$ cat config.mk
export PLATFORM = sky130hd
export DESIGN_NAME = poz_minmax_tracker
export DESIGN_NICKNAME = d
export VERILOG_FILES = /design/src/rtl/poz_pkg.sv /design/src/rtl/POZ_COMPARE.sv /design/src/rtl/poz_minmax_tracker.sv
export SDC_FILE = /design/constraint.sdc
export NUM_CORES = 1
export LEC_CHECK = 0
export CORE_UTILIZATION = 45
export CTS_CLUSTER_DIAMETER = 60
export DETAILED_ROUTE_END_ITERATION = 10
export PLACE_DENSITY = 0.73
export SETUP_SLACK_MARGIN = 0.02
export SLEW_MARGIN = 20
export SYNTH_ARGS = -nofsm -noshare
export SYNTH_HDL_FRONTEND = slang
export SYNTH_HIERARCHICAL = 1
export SYNTH_SLANG_ARGS = --single-unit
$ cat constraint.sdc
create_clock -name clk -period 5.6 [get_ports clk]
set_input_delay 1.12 -clock clk [delete_from_list [all_inputs] [get_ports clk]]
set_output_delay 1.12 -clock clk [all_outputs]
set_load 0.02 [all_outputs]
$ cat src/rtl/poz_pkg.sv
// Shared definitions for the POZ comparator datapath: sample width, comparator flag
// encoding and the min/max tracker FSM state constants.
package poz_pkg;

    localparam int unsigned POZ_W = 4;

    // Comparator flags packed as {x, y, z}: x = a>b, y = a<b, z = a==b (one-hot).
    localparam logic [2:0] POZ_GT = 3'b100;
    localparam logic [2:0] POZ_LT = 3'b010;
    localparam logic [2:0] POZ_EQ = 3'b001;

    localparam logic [1:0] StIdle  = 2'd0;
    localparam logic [1:0] StAccum = 2'd1;
    localparam logic [1:0] StDone  = 2'd2;

endpackage

$ cat src/rtl/POZ_COMPARE.sv
// Combinational 4-bit unsigned comparator cell with bit-split operand ports and
// one-hot greater/less/equal flags.
module POZ_COMPARE
    import poz_pkg::*;
(
    input  logic a_0,
    input  logic a_1,
    input  logic a_2,
    input  logic a_3,
    input  logic b_0,
    input  logic b_1,
    input  logic b_2,
    input  logic b_3,
    output logic x,
    output logic y,
    output logic z
);

    logic [POZ_W-1:0] a;
    logic [POZ_W-1:0] b;
    logic [2:0]       flags;

    assign a = {a_3, a_2, a_1, a_0};
    assign b = {b_3, b_2, b_1, b_0};

    always_comb begin
        flags = POZ_EQ;
        if (a > b) begin
            flags = POZ_GT;
        end else if (a < b) begin
            flags = POZ_LT;
        end
    end

    assign {x, y, z} = flags;

endmodule

$ cat src/rtl/poz_minmax_tracker.sv
// Frame-level running max/min/count tracker built on two POZ_COMPARE cells.
// Define POZ_MINMAX_INDEX_EN to add the first-occurrence max/min index outputs.
module poz_minmax_tracker
    import poz_pkg::*;
#(
    parameter int unsigned W     = POZ_W,
    parameter int unsigned CNT_W = 8
) (
    input  logic             clk,
    input  logic             rst,
    input  logic             s_valid,
    output logic             s_ready,
    input  logic [W-1:0]     s_data,
    input  logic             s_last,
    output logic             m_valid,
    input  logic             m_ready,
    output logic [W-1:0]     m_max,
    output logic [W-1:0]     m_min,
    output logic [CNT_W-1:0] m_count
`ifdef POZ_MINMAX_INDEX_EN
    ,
    output logic [CNT_W-1:0] m_max_idx,
    output logic [CNT_W-1:0] m_min_idx
`endif
);

    localparam logic [CNT_W-1:0] CntMax = '1;

    logic [1:0]       state_q, state_d;
    logic [W-1:0]     max_q, max_d;
    logic [W-1:0]     min_q, min_d;
    logic [CNT_W-1:0] count_q, count_d;
    logic [2:0]       flags_max;
    logic [2:0]       flags_min;
    logic             accept;

`ifdef POZ_MINMAX_INDEX_EN
    logic [CNT_W-1:0] max_idx_q, max_idx_d;
    logic [CNT_W-1:0] min_idx_q, min_idx_d;
    logic [CNT_W-1:0] idx_pos;

    // Once the counter has saturated the true position is unknown; pin it below the cap.
    assign idx_pos = (count_q == CntMax) ? CntMax - CNT_W'(1) : count_q;
`endif

    POZ_COMPARE u_cmp_max (
        .a_0 (s_data[0]),
        .a_1 (s_data[1]),
        .a_2 (s_data[2]),
        .a_3 (s_data[3]),
        .b_0 (max_q[0]),
        .b_1 (max_q[1]),
        .b_2 (max_q[2]),
        .b_3 (max_q[3]),
        .x   (flags_max[2]),
        .y   (flags_max[1]),
        .z   (flags_max[0])
    );

    POZ_COMPARE u_cmp_min (
        .a_0 (s_data[0]),
        .a_1 (s_data[1]),
        .a_2 (s_data[2]),
        .a_3 (s_data[3]),
        .b_0 (min_q[0]),
        .b_1 (min_q[1]),
        .b_2 (min_q[2]),
        .b_3 (min_q[3]),
        .x   (flags_min[2]),
        .y   (flags_min[1]),
        .z   (flags_min[0])
    );

    assign s_ready = (state_q == StIdle) || (state_q == StAccum);
    assign m_valid = (state_q == StDone);
    assign accept  = s_valid && s_ready;

    always_comb begin
        state_d = state_q;
        max_d   = max_q;
        min_d   = min_q;
        count_d = count_q;
`ifdef POZ_MINMAX_INDEX_EN
        max_idx_d = max_idx_q;
        min_idx_d = min_idx_q;
`endif
        case (state_q)
            StIdle: begin
                if (accept) begin
                    max_d   = s_data;
                    min_d   = s_data;
                    count_d = CNT_W'(1);
`ifdef POZ_MINMAX_INDEX_EN
                    max_idx_d = '0;
                    min_idx_d = '0;
`endif
                    state_d = s_last ? StDone : StAccum;
                end
            end
            StAccum: begin
                if (accept) begin
                    // Ties keep the stored value so the first occurrence wins.
                    if (flags_max == POZ_GT) begin
                        max_d = s_data;
`ifdef POZ_MINMAX_INDEX_EN
                        max_idx_d = idx_pos;
`endif
                    end
                    if (flags_min == POZ_LT) begin
                        min_d = s_data;
`ifdef POZ_MINMAX_INDEX_EN
                        min_idx_d = idx_pos;
`endif
                    end
                    if (count_q != CntMax) begin
                        count_d = count_q + CNT_W'(1);
                    end
                    if (s_last) begin
                        state_d = StDone;
                    end
                end
            end
            StDone: begin
                if (m_ready) begin
                    state_d = StIdle;
                end
            end
            default: begin
                state_d = StIdle;
            end
        endcase
    end

    always_ff @(posedge clk) begin
        if (rst) begin
            state_q <= StIdle;
            max_q   <= '0;
            min_q   <= '0;
            count_q <= '0;
`ifdef POZ_MINMAX_INDEX_EN
            max_idx_q <= '0;
            min_idx_q <= '0;
`endif
        end else begin
            state_q <= state_d;
            max_q   <= max_d;
            min_q   <= min_d;
            count_q <= count_d;
`ifdef POZ_MINMAX_INDEX_EN
            max_idx_q <= max_idx_d;
            min_idx_q <= min_idx_d;
`endif
        end
    end

    assign m_max   = max_q;
    assign m_min   = min_q;
    assign m_count = count_q;
`ifdef POZ_MINMAX_INDEX_EN
    assign m_max_idx = max_idx_q;
    assign m_min_idx = min_idx_q;
`endif

endmodule

* Word-level counts from Yosys, hierarchy flattened *
Cells that the tools add are included.

cells by class
  add/sub/neg operators = 1
  $lt $le $gt $ge = 4
  eq/ne operators = 12
  muxes and demuxes = 21
  reductions and logical operators = 8

operator list
  cell                                                    count
  two-way mux 8 bit                                       3
  two-way mux 4 bit                                       5
  case mux 4 bit (2 select lines)                         2
  case mux 8 bit (2 select lines)                         1
  AND reduction 4 bit                                     4
  two-way mux 2 bit                                       7
  adder 8 x 1 -> 8 bit (second input constant)            1
  greater-than comparator 4 bit                           2
  < comparator 4 bit                                      2
  inequality test 2 x 1 -> 1 bit (second input constant)  4
  inequality test 8 bit (second input constant)           1
  two-way mux 3 bit                                       2
  inequality test 2 bit (second input constant)           3
  case mux 2 bit (3 select lines)                         1
  equality test 3 x 2 -> 1 bit (second input constant)    1
  equality test 3 bit (second input constant)             1
  equality test 2 x 1 -> 1 bit (second input constant)    1
  equality test 2 bit (second input constant)             1
  zero test 2 bit                                         1
  nonzero test 2 bit                                      1
  logical AND 1 bit                                       1
  logical OR 1 bit                                        1

storage, ports and cells
  flip-flop bits (word level) = 18
  input bits = 9
  output and inout bits = 18
  word-level logic and storage cells = 50

* Depth between registers and ports, before layout *
  depth in word-level cells = 7
  mapped depth = 9
  gate-level depth less buffers = 9

* Cells and area by module *
Netlist, hierarchy kept.

modules (own cells, without submodules)
  module              instances  cells each  area each (sq um)  seq. area each (sq um)
  poz_minmax_tracker  1          98          865.8              360.3
  POZ_COMPARE         2          16          126.4              0.0

* Worst setup path after synthesis *
Ideal clock, no wire load.

  kind = input to register
  start point = in s_data[1]
  end point = reg min_q[0], in the netlist m_min[0]
  setup time = 128 ps
  arrival = 2856 ps
  required time = 5472 ps
  path slack = 2616 ps
  cell stages on the path = 8
  buffers on the path = 0
  cells stage by stage = ha_1 > nor2b_4 > o211ai_2 > and2_1 > or3b_2 > a21oi_1 > mux2i_1 > nor2_1

on the way
  longest elaborated chain between the ends = 6
  elaborated cells on any way between the ends = 7
  classes of those cells = order compare: 2; eq/ne: 2; mux: 2; reduce/logical: 1

ends and longest elaborated chain
  element                                              RTL line                   text
  from (decl)                                          poz_minmax_tracker.sv:13   input logic [W-1:0] s_data,
  < comparator 4 bit                                   POZ_COMPARE.sv:30          end else if (a < b) begin
  two-way mux 2 bit                                    POZ_COMPARE.sv:30
  two-way mux 3 bit (*)                                POZ_COMPARE.sv:28          if (a > b) begin
  via flags_min[1]                                     poz_minmax_tracker.sv:34   logic [2:0] flags_min;
  equality test 3 x 2 -> 1 bit (*)                     poz_minmax_tracker.sv:109  if (flags_min == POZ_LT) begin
  inequality test 2 x 1 -> 1 bit (no source line) (*)  --
  AND reduction 4 bit (no source line) (*)             --
  to (signal assigned)                                 poz_minmax_tracker.sv:147  min_q <= min_d;
  to (decl)                                            poz_minmax_tracker.sv:31   logic [W-1:0] min_q, min_d;

Mark *: on every way through the listed nets, which the timed path passes. The rest lies on a longest branch.
A chain may end at the register's enable or synchronous reset.

* Worst setup path in the final report *
  start point = in s_data[3]
  end point = reg min_q[0], in the netlist m_min[0]

Same word-level chain as after synthesis.

==> impl_metrics.py <==
metrics = {
    "placed_design": {
        "portBuffers": 26,
        "dp_hpwl_um": 1749,
        "gp_congestion": 0.7319,
        "dpl.cell_count": 179,
    },
    "finish": {
        "fin_cells": 183,
        "area_growth_pct": 27.18,
        "diodes": 0,
        "drive_gt1_share_pct": 9.032,
        "nets": 174,
        "fill_cells": 189,
    },
    "die": {
        "die_y_um": 51.86,
        "fp-row-count": 17,
        "fp.dieW_um": 51.86,
        "io_pins": 27,
        "core_area_um2": 2276,
        "initial_core_util_pct": 49.15,
        "dieArea_um2": 2689,
    },
    "worst_setup_path": {
        "critPathCapture": "m_min[0]",
        "path_cells": "clkdlybuf4s50_1 -> ha_1 -> a21oi_1 -> a31oi_1 -> or3b_2 -> a21oi_1 -> mux2i_1 -> nor2_1",
        "path_buf_inv": 1,
        "cp_max_fo": 4,
        "cp.arrival_ns": 3.60,
        "critPathTopFamily": "compound AO/OA/AOI/OAI gates",
        "path_depth": 8,
        "worstReg2RegStart": "m_min[3]",
        "ff2ff_setup_slack_ns": 3.12,
        "r2r-end": "m_min[0]",
        "cp_slowest_cell": "clkdlybuf4s50_1",
        "critical_path.startpoint": "s_data[3]",
        "rr_worst_depth": 8,
        "cpPeakStageDelay_ns": 0.47,
        "worstSetupEndpointType": "flop",
        "crit_path_frequent_cell": "a21oi_1",
        "startpoint_type": "input pin",
        "critPathKind": "input pin to flop",
        "cp.required_ns": 5.76,
    },
    "sta": {
        "tns_ns": 0,
        "fin_crit_ns": 3.436,
        "timing_hold_violations_final": 0,
        "fmax_mhz": 291.0,
        "fin_crit_sh_pct": 61.36,
        "slew_headroom_pct": 52.86,
        "finalSetupViolations": 0,
        "timing.hold.ws_ns": 0.5279,
        "clock_skew_ns": 0.0005772,
        "drv_slew": 0,
        "worst_pin_slew_ns": 0.7049,
        "grt_setup_unrepaired": "false",
    },
    "detailed_routing": {
        "drt_pass1_iterations": 4,
        "wl_um": 2374,
        "drc": 0,
        "routedWlPerCell_um": 12.97,
        "via_count": 1023,
        "drtIter0Drc": 14,
        "drt-vias-per-instance": 5.590,
        "antenna_left": 0,
    },
    "clocking": {
        "numCtsBuffers": 3,
        "htreeDepth": 1,
        "ctsResizeCount": 0,
        "clk_pin_slew_ns": 0.11,
        "postCtsHoldBufs": 0,
        "clk_latency_ns": 0.29,
        "cts_tree": "built",
        "postCtsSetupBuffers": 0,
        "cts-root-buf": "clkbuf_4",
        "numClockSinks": 18,
        "clockBufferDepth": 2,
    },
    "power_and_ir_drop": {
        "p_int_uw": 211.0,
        "power-per-cell-area_nw_per_um2": 207.8,
        "power_switching_uw": 84.65,
        "pwr-share-seq_pct": 47.1,
        "clockPowerShare_pct": 27.3,
        "power.share.combinational_pct": 25.6,
        "peakVddDrop_v": 0.0001453,
        "swShare_pct": 28.63,
        "leakage_uw": 0.0005476,
    },
    "global_routing": {
        "grt_use_met1_pct": 26.12,
        "use_met2_pct": 33.97,
        "grt.busiest_layer": "met2",
        "use_met3_pct": 3.509,
        "grt.total_usage_pct": 20.15,
        "grt_max_degree": 20,
        "grt_pass1_wl_um": 4146,
        "overflow": 0,
        "grt_antenna_before_repair": 0,
        "grt_pass1_vias": 967,
    },
    "status": {
        "status": "completed",
    },
    "synthesis": {
        "syn_inst": 130,
        "ys_seq_area_share_pct": 32.21,
        "ys_types": 35,
        "synth_warnings": 6,
        "synth_seq_cells": 18,
        "syn_avg_cell_area_um2": 8.604,
        "syn_nets": 148,
        "syn_area_um2": 1119,
    },
    "job": {
        "maxCapViolCount": 0,
    },
    "worst_hold_path": {
        "hp-class": "flop to flop",
    },
}
==> power groups by stage <==
stage	combinational [µW]	clock (µW)	sequential, µW
floorplan	44.2	0	147
global placement	73.6	0	142
detailed placement	75.4	0	142
CTS	75.9	83.3	139
global route	83.4	88.4	141
finish	75.8	80.6	139
==> worst min path at each step <==
stage | start | end | slack (ns) | cells after the start
2_1_floorplan | state_q[1] | state_q[0] | 0.46 | 1
3_3_place_gp | state_q[1] | state_q[0] | 0.49 | 1
3_5_place_dp | state_q[1] | state_q[0] | 0.50 | 1
4_1_cts | state_q[1] | state_q[0] | 0.52 | 1
5_1_grt | state_q[1] | state_q[0] | 0.56 | 1
6_report | state_q[1] | state_q[0] | 0.53 | 1
==> cell type report <==
type,instances,area (µm²),area share [%]
Tap cell,28,35.03,2.463
Multi-Input combinational cell,93,678.2,47.67
Inverter,14,52.55,3.694
Clock buffer,4,36.28,2.551
Sequential cell,18,360.3,25.33
Timing Repair Buffer,26,260.3,18.29
==> kinds of logic after synthesis <==
kind of cell	count (synthesis)	synth area share, %
muxes	9	8.166
buffers and inverters	19	7.158
AOI/OAI and AO/OA	29	18.46
DFF	18	32.22
and+or+nand+nor	46	23.94
adders and majority gates	9	10.07
==> cells in the final DEF, fill, tap and decap left out, drive strengths merged, types with 3 or more instances in the layout <==
master | Yosys | routed
nand2 | 6 | 6
nor2b | 5 | 5
a21oi | 7 | 7
ha | 9 | 9
dfxtp | 18 | 18
nor3 | 3 | 3
a31oi | 6 | 6
nand4 | 5 | 5
nor2 | 13 | 13
mux2i | 8 | 8
clkdlybuf4s50 | 0 | 26
o211ai | 5 | 5
clkbuf | 4 | 4
and2 | 3 | 3
inv | 14 | 14
==> routing by layer <==
metal	up-vias	part of all wire [%]
met5	-	0
met2	23	47
met1	476	49
met3	4	2.9
met4	0	0.72
li1	520	-
==> metrics by stage <==
step | setup WS [ns] | total power (µW) | area [µm²] | utilization (%)
2_1_floorplan | 2.616 | 191.5 | 1119 | -
3_3_place_gp | 1.943 | 215.6 | 1386 | 60.91
3_5_place_dp | 1.858 | 217.6 | 1386 | 60.91
4_1_cts | 2.175 | 298.6 | 1423 | 62.51
5_1_grt | 2.085 | 312.4 | 1423 | 62.51
6_report | 2.164 | 295.7 | 1423 | 62.51
==> Yosys cell counts <==
cell type	n	area [µm²]
dfxtp_1	18	360.4
inv_1	14	52.55
nor2_1	13	48.80
ha_1	9	112.6
mux2i_1	8	80.08
a21oi_1	6	30.03
a31oi_1	6	37.54
nand2_1	6	22.52
nand4_1	5	31.28
and2_1	3	18.77
clkbuf_1	3	11.26
nor2b_1	3	18.77
nor3_1	3	15.01
o211ai_1	3	22.52
a21boi_1	2	15.01
a41oi_1	2	17.52
and4_4	2	22.52
nand2b_1	2	12.51
nor2b_4	2	27.53
o211ai_2	2	25.02
o21ai_0	2	10.01
or3_1	2	12.51
or3b_2	2	17.52
a2111oi_0	1	8.760
a211oi_1	1	7.510
a21o_1	1	7.510
a21oi_2	1	8.760
a22oi_1	1	7.510
a32oi_1	1	8.760
buf_6	1	11.26
clkbuf_2	1	5.000
mux2_2	1	11.26
nand3_1	1	5.000
nand3b_1	1	7.510
or4_1	1	7.510
==> sequential cells by signal, indices dropped and copies added, names as in the netlist <==
signal and flops:
m_count 8, m_max 4, m_min 4, state_q 2
(Power assumes the default switching activity.)
==> patch 1, RTL diff (same settings) <==
`CNT_W`: 8 -> 6.
--- a/src/rtl/poz_minmax_tracker.sv
+++ b/src/rtl/poz_minmax_tracker.sv
@@ -4,7 +4,7 @@
     import poz_pkg::*;
 #(
     parameter int unsigned W     = POZ_W,
-    parameter int unsigned CNT_W = 8
+    parameter int unsigned CNT_W = 6
 ) (
     input  logic             clk,
     input  logic             rst,
Ports: changed (resized m_count); port bits go from 27 to 25. The function was not compared with the original's and may differ.
==> patch 1 against the original RTL <==
  * Total power fell by 12%
  * Cell area down 9.3%
  * Fmax up 11%
  * Largest cell class unchanged
  * First-iteration DRC count is 21% lower
  * Critical path depth unchanged
  * Clock power down 26%
  * Synthesized cell count shrank 15%
  * Sequential cell count down 2
  * Setup slack gained 0.33 ns
  * Wire length fell by 22%
  * Final cell count shrank 12%
  * Critical path type unchanged
  * Area after synthesis is 9.5% lower
==> patch 1: results (changes against the original RTL) <==
synthesis:
  ys_types: 34  # was 35
  yosys_warnings: 6  # unchanged
  synth_compound_area_share_pct: 20.6  # was 18.5%
  synth_fp_nets: 128  # was 148
  synth_seq_area_share_pct: 31.6  # was 32.2%
  synth_xor_area_share_pct: 0  # unchanged
  ys_async_sr_fraction_pct: 0  # unchanged
  synthMuxAreaShare_pct: 7.91  # was 8.17%
  synthTopCellsByCount: "16 x dfxtp_1, 14 x nor2_1, 13 x inv_1"  # was 18 x dfxtp_1, 14 x inv_1, 13 x nor2_1
  synth_adder_area_share_pct: 11.1  # was 10.1%
  synth.area.top_cells: "dfxtp_1 32%, ha_1 11%, mux2i_1 7.9%"  # was dfxtp_1 32%, ha_1 10%, mux2i_1 7.2%
detailed_routing:
  vias_per_cell: 5.14  # was 5.59
  wl_per_cell_um: 11.6  # was 13.0 um
  first_pass_iters: 4  # unchanged
  drt_iter0_drc: 11  # was 14
finish:
  layout-drive-gt1-share_pct: 9.70  # was 9.03%
  final_nets: 154  # was 174
  fill_cells: 198  # was 189
  largest_reg_flops: 6  # was 8
grt:
  grt_pass1_wl_mm: 3.34  # was 4.15 mm
  grt_max_degree: 18  # was 20
  grt_pass1_vias: 781  # was 967
  antenna_found_initial: 0  # unchanged
  gr-usage-all-layers_pct: 17.8  # was 20.1%
clock_network:
  cts-root-buf: "clkbuf_4"  # unchanged
  postCtsSetupRepairBufs: 0  # unchanged
  cts_buffer_depth: 2  # unchanged
  clkTransAtPathRegs_ns: 0.09  # was 0.11 ns
  cts_resized: 0  # unchanged
  insertion_delay_ns: 0.29  # about the same
critical_path:
  worstReg2RegStart: "m_min[1]"  # was m_min[3]
  endpoint: "m_max[1]"  # was m_min[0]
  arrival_ns: 3.26  # was 3.60 ns
  crit_path_max_fanout: 4  # unchanged
  r2r_setup_slack_ns: 3.43  # was 3.12 ns
  rr_endpoint: "m_min[0]"  # unchanged
  cp_top_family: "compound AO/OA/AOI/OAI gates"  # unchanged
  cp-startpoint: "s_data[3]"  # unchanged
  critPathMaxStageDelay_ns: 0.49  # was 0.47 ns
  worst_r2r_path_depth: 9  # was 8
placed_design:
  port_buffers: 24  # was 26
  placement.cell_area_mm2: 0.00127  # was 0.00139 mm2
  dp_hpwl_mm: 1.41  # was 1.75 mm
  gp_congestion: 0.676  # was 0.732
power:
  peakVddDrop_mv: 0.169  # was 0.145 mV
  p_leak_nw: 0.504  # was 0.548 nW
sta:
  skew_ns: 0.00152  # was 0.000577 ns
  slew_headroom_pct: 57.2  # was 52.9%
status:
  status: "completed"  # unchanged
hold_path:
  hold_path_class: "reg2reg"  # unchanged
[patch 1: layout make-up]
cell class              count  area [um2]  share of cell area (%)
multi-input cells          78         624                    48.4
inverters                  13        48.8                    3.78
flip-flops and latches     16         320                    24.8
well taps                  27        33.8                    2.62
repair buffers             24         240                    18.6
clock buffers               3        22.5                    1.75
[patch 1: how the worst min path moves through the flow]
| stage | from | endpoint | cells past startpoint |
|---|---|---|---|
| after CTS | state_q[1] | state_q[0] | 1 |
| after floorplan | state_q[1] | state_q[0] | 1 |
| final | state_q[1] | state_q[0] | 1 |
| after detailed placement | state_q[1] | state_q[0] | 1 |
| after global placement | state_q[1] | state_q[0] | 1 |
| after global routing | m_count[1] | m_count[1] | 2 |
[patch 1: logic make-up after synthesis]
family	after synthesis
adders and majority gates	9
and+or+nand+nor	38
AOI/OAI and AO/OA	23
muxes	8
DFF	16
buffers and inverters	16
[patch 1: layer usage]
layer / part of all wire, % / vias up / track usage, %
met5: 0 / - / 0
met1: 47 / 361 / 22.2
met4: 2.5 / 0 / 10.0
li1: - / 439 / -
met2: 45 / 23 / 28.5
met3: 5.4 / 5 / 3.43
[patch 1: stage by stage]
stage / std cells / setup WS, ns / hold slack, ns
finish: 161 / 2.49 / 0.505
global route: 161 / 2.37 / 0.548
CTS: 161 / 2.49 / 0.508
detailed placement: 158 / 2.18 / 0.487
global placement: 158 / 2.20 / 0.481
floorplan: 110 / 2.84 / 0.445
[patch 1: power breakdown]
group          internal, mW  switching, mW  leakage [nW]  total [mW]
combinational        0.0379         0.0368         0.359      0.0747
clock                0.0250         0.0349        0.0138      0.0599
sequential            0.120        0.00702         0.131       0.127
total                 0.183         0.0787         0.504       0.261
==> patch 2, RTL diff (config.mk and constraints unchanged) <==
Made on the original files. Put one more register stage on the output `m_count`, cleared by the reset. The value now appears one clock later. The other outputs are not delayed to match.
--- a/src/rtl/poz_minmax_tracker.sv
+++ b/src/rtl/poz_minmax_tracker.sv
@@ -155,7 +155,13 @@
 
     assign m_max   = max_q;
     assign m_min   = min_q;
-    assign m_count = count_q;
+    always_ff @(posedge clk) begin
+        if (rst) begin
+            m_count <= '0;
+        end else begin
+            m_count <= count_q;
+        end
+    end
 `ifdef POZ_MINMAX_INDEX_EN
     assign m_max_idx = max_idx_q;
     assign m_min_idx = min_idx_q;
Formal check against the unedited RTL: not equivalent (a bounded check fails within 4 cycles, from zero or initial values and one cycle with rst high).
==> patch 2 against the original RTL <==
  * Sequential share of layout area is 5.9 points higher
  * First-iteration DRC count is 140% higher
  * Clock power is 60% higher
  * Cell area is 17% higher
  * Setup slack better by 0.24 ns
  * Wire length is 17% higher
  * Synthesized cell count is 7.7% higher
  * Area after synthesis is 19% higher
  * Register-to-register slack better by 0.20 ns
  * Critical path depth stayed put
  * Total power is 40% higher
  * Utilization is 2.7 points lower
  * Sequential cell count is 8 higher
  * Largest cell class unchanged
  * Largest power group unchanged
==> patch 2: results (changes against the original RTL) <==
critical_path:
  r2r_setup_slack_ns: 3.32  # was 3.12 ns
  crit_path_max_fanout: 4  # unchanged
  cp_top_family: "compound AO/OA/AOI/OAI gates"  # unchanged
  crit_path_top_delay_cell: "clkdlybuf4s50_1"  # unchanged
  critPathMaxStageDelay_ns: 0.49  # was 0.47 ns
grt:
  antenna_found_initial: 0  # unchanged
  gr-usage-all-layers_pct: 18.2  # was 20.1%
  grt_max_degree: 25  # was 20
  grt_pass1_wl_mm: 4.64  # was 4.15 mm
clock_network:
  numCtsBuffers: 3  # unchanged
  insertion_delay_ns: 0.32  # was 0.29 ns
  clkTransAtPathRegs_ns: 0.14  # was 0.11 ns
  cts_resized: 0  # unchanged
  cts-root-buf: "clkbuf_4"  # unchanged
  htreeDepth: 1  # unchanged
  postCtsSetupRepairBufs: 0  # unchanged
detailed_routing:
  vias: 1108  # was 1023
  drt_iter0_drc: 34  # was 14
  wirelength_mm: 2.78  # was 2.37 mm
  first_pass_iters: 4  # unchanged
finish:
  largest_registers: "count_q: 8 flops, m_count: 8 flops"
  layout-drive-gt1-share_pct: 13.8  # was 9.03%
  fill_cells: 245  # was 189
  diodes: 0  # unchanged
  final_nets: 186  # was 174
power:
  p_sw_mw: 0.108  # was 0.0846 mW
  power_clock_mw: 0.129  # was 0.0806 mW
  peakVddDrop_mv: 0.166  # was 0.145 mV
  p_sw_share_pct: 26.2  # was 28.6%
  p_comb_share_pct: 20.7  # was 25.6%
  p_leak_nw: 0.673  # was 0.548 nW
status:
  status: "completed"  # unchanged
placed_design:
  port_buffers: 26  # unchanged
  gp_congestion: 0.831  # was 0.732
  dp_hpwl_mm: 2.07  # was 1.75 mm
  placement.cell_area_mm2: 0.00161  # was 0.00139 mm2
synthesis:
  ys.flop_type: "dfxtp_1"  # unchanged
  ys_types: 34  # was 35
  ys_async_sr_fraction_pct: 0  # unchanged
  synthTopCellsByCount: "26 x dfxtp_1, 14 x inv_1, 10 x nor2b_1"  # was 18 x dfxtp_1, 14 x inv_1, 13 x nor2_1
  yosys_warnings: 6  # unchanged
  synth_seq_area_share_pct: 39.2  # was 32.2%
  synth_fp_nets: 158  # was 148
  synth.area.top_cells: "dfxtp_1 39%, ha_1 8.5%, mux2i_1 6.0%"  # was dfxtp_1 32%, ha_1 10%, mux2i_1 7.2%
sta:
  skew_ns: 0.00941  # was 0.000577 ns
  worst_slew_pin_slew_ns: 0.986  # was 0.705 ns
hold_path:
  hold_path_class: "reg2reg"  # unchanged
[patch 2: changes by cell type in the layout (fill, tap and decap cells not counted), moves of 3 or more]
cell	delta
nor2_1	-9
nor2_2	+8
o211ai_1	-3
dfxtp_1	+8
nor2b_1	+7
nand3_1	+4
a31oi_1	-3
o21ai_1	+3
[patch 2: layout make-up]
class | count | share of cell area, %
multi-input combinational | 97 | 44.4
sequential | 26 | 31.3
timing repair buffer | 26 | 15.6
inverter | 14 | 3.16
tap | 31 | 2.33
clock inverter | 1 | 1.80
clock buffer | 3 | 1.35
[patch 2: through the flow]
step / hold WS, ns / worst slack (ns) / instances / util [%]
after global routing: 0.514 / 2.33 / 198 / 59.8
after CTS: 0.503 / 2.43 / 198 / 59.8
final: 0.508 / 2.40 / 198 / 59.8
after floorplan: 0.457 / 2.84 / 140 / -
after detailed placement: 0.482 / 2.11 / 194 / 57.9
after global placement: 0.474 / 2.18 / 194 / 57.9
[patch 2: final timing paths]
check | startpoint | to | cells after the start
setup / recovery | s_data[3] | m_min[3] | 8
hold / removal | count_q[1] | count_q[1] | 2
setup reg to reg | m_min[3] | m_min[3] | 8
hold reg to reg | count_q[1] | count_q[1] | 2
[patch 2: metal layers]
metal	part of all wire (%)	global-route usage (%)	wire, um
met5	0	0	0
met4	1.2	8.36	34
met3	4.8	2.07	132
met2	47	29.6	1310
met1	47	24.2	1310
[patch 2: kinds of logic (layout without fill, tap and decap cells)]
family	count (synthesis)	in the layout	synth area share (%)
DFF	26	26	39.2
AOI/OAI and AO/OA	29	29	17.6
buffers and inverters	17	44	5.18
and+or+nand+nor	51	51	23.5
muxes	8	8	6.03
adders and majority gates	9	9	8.47
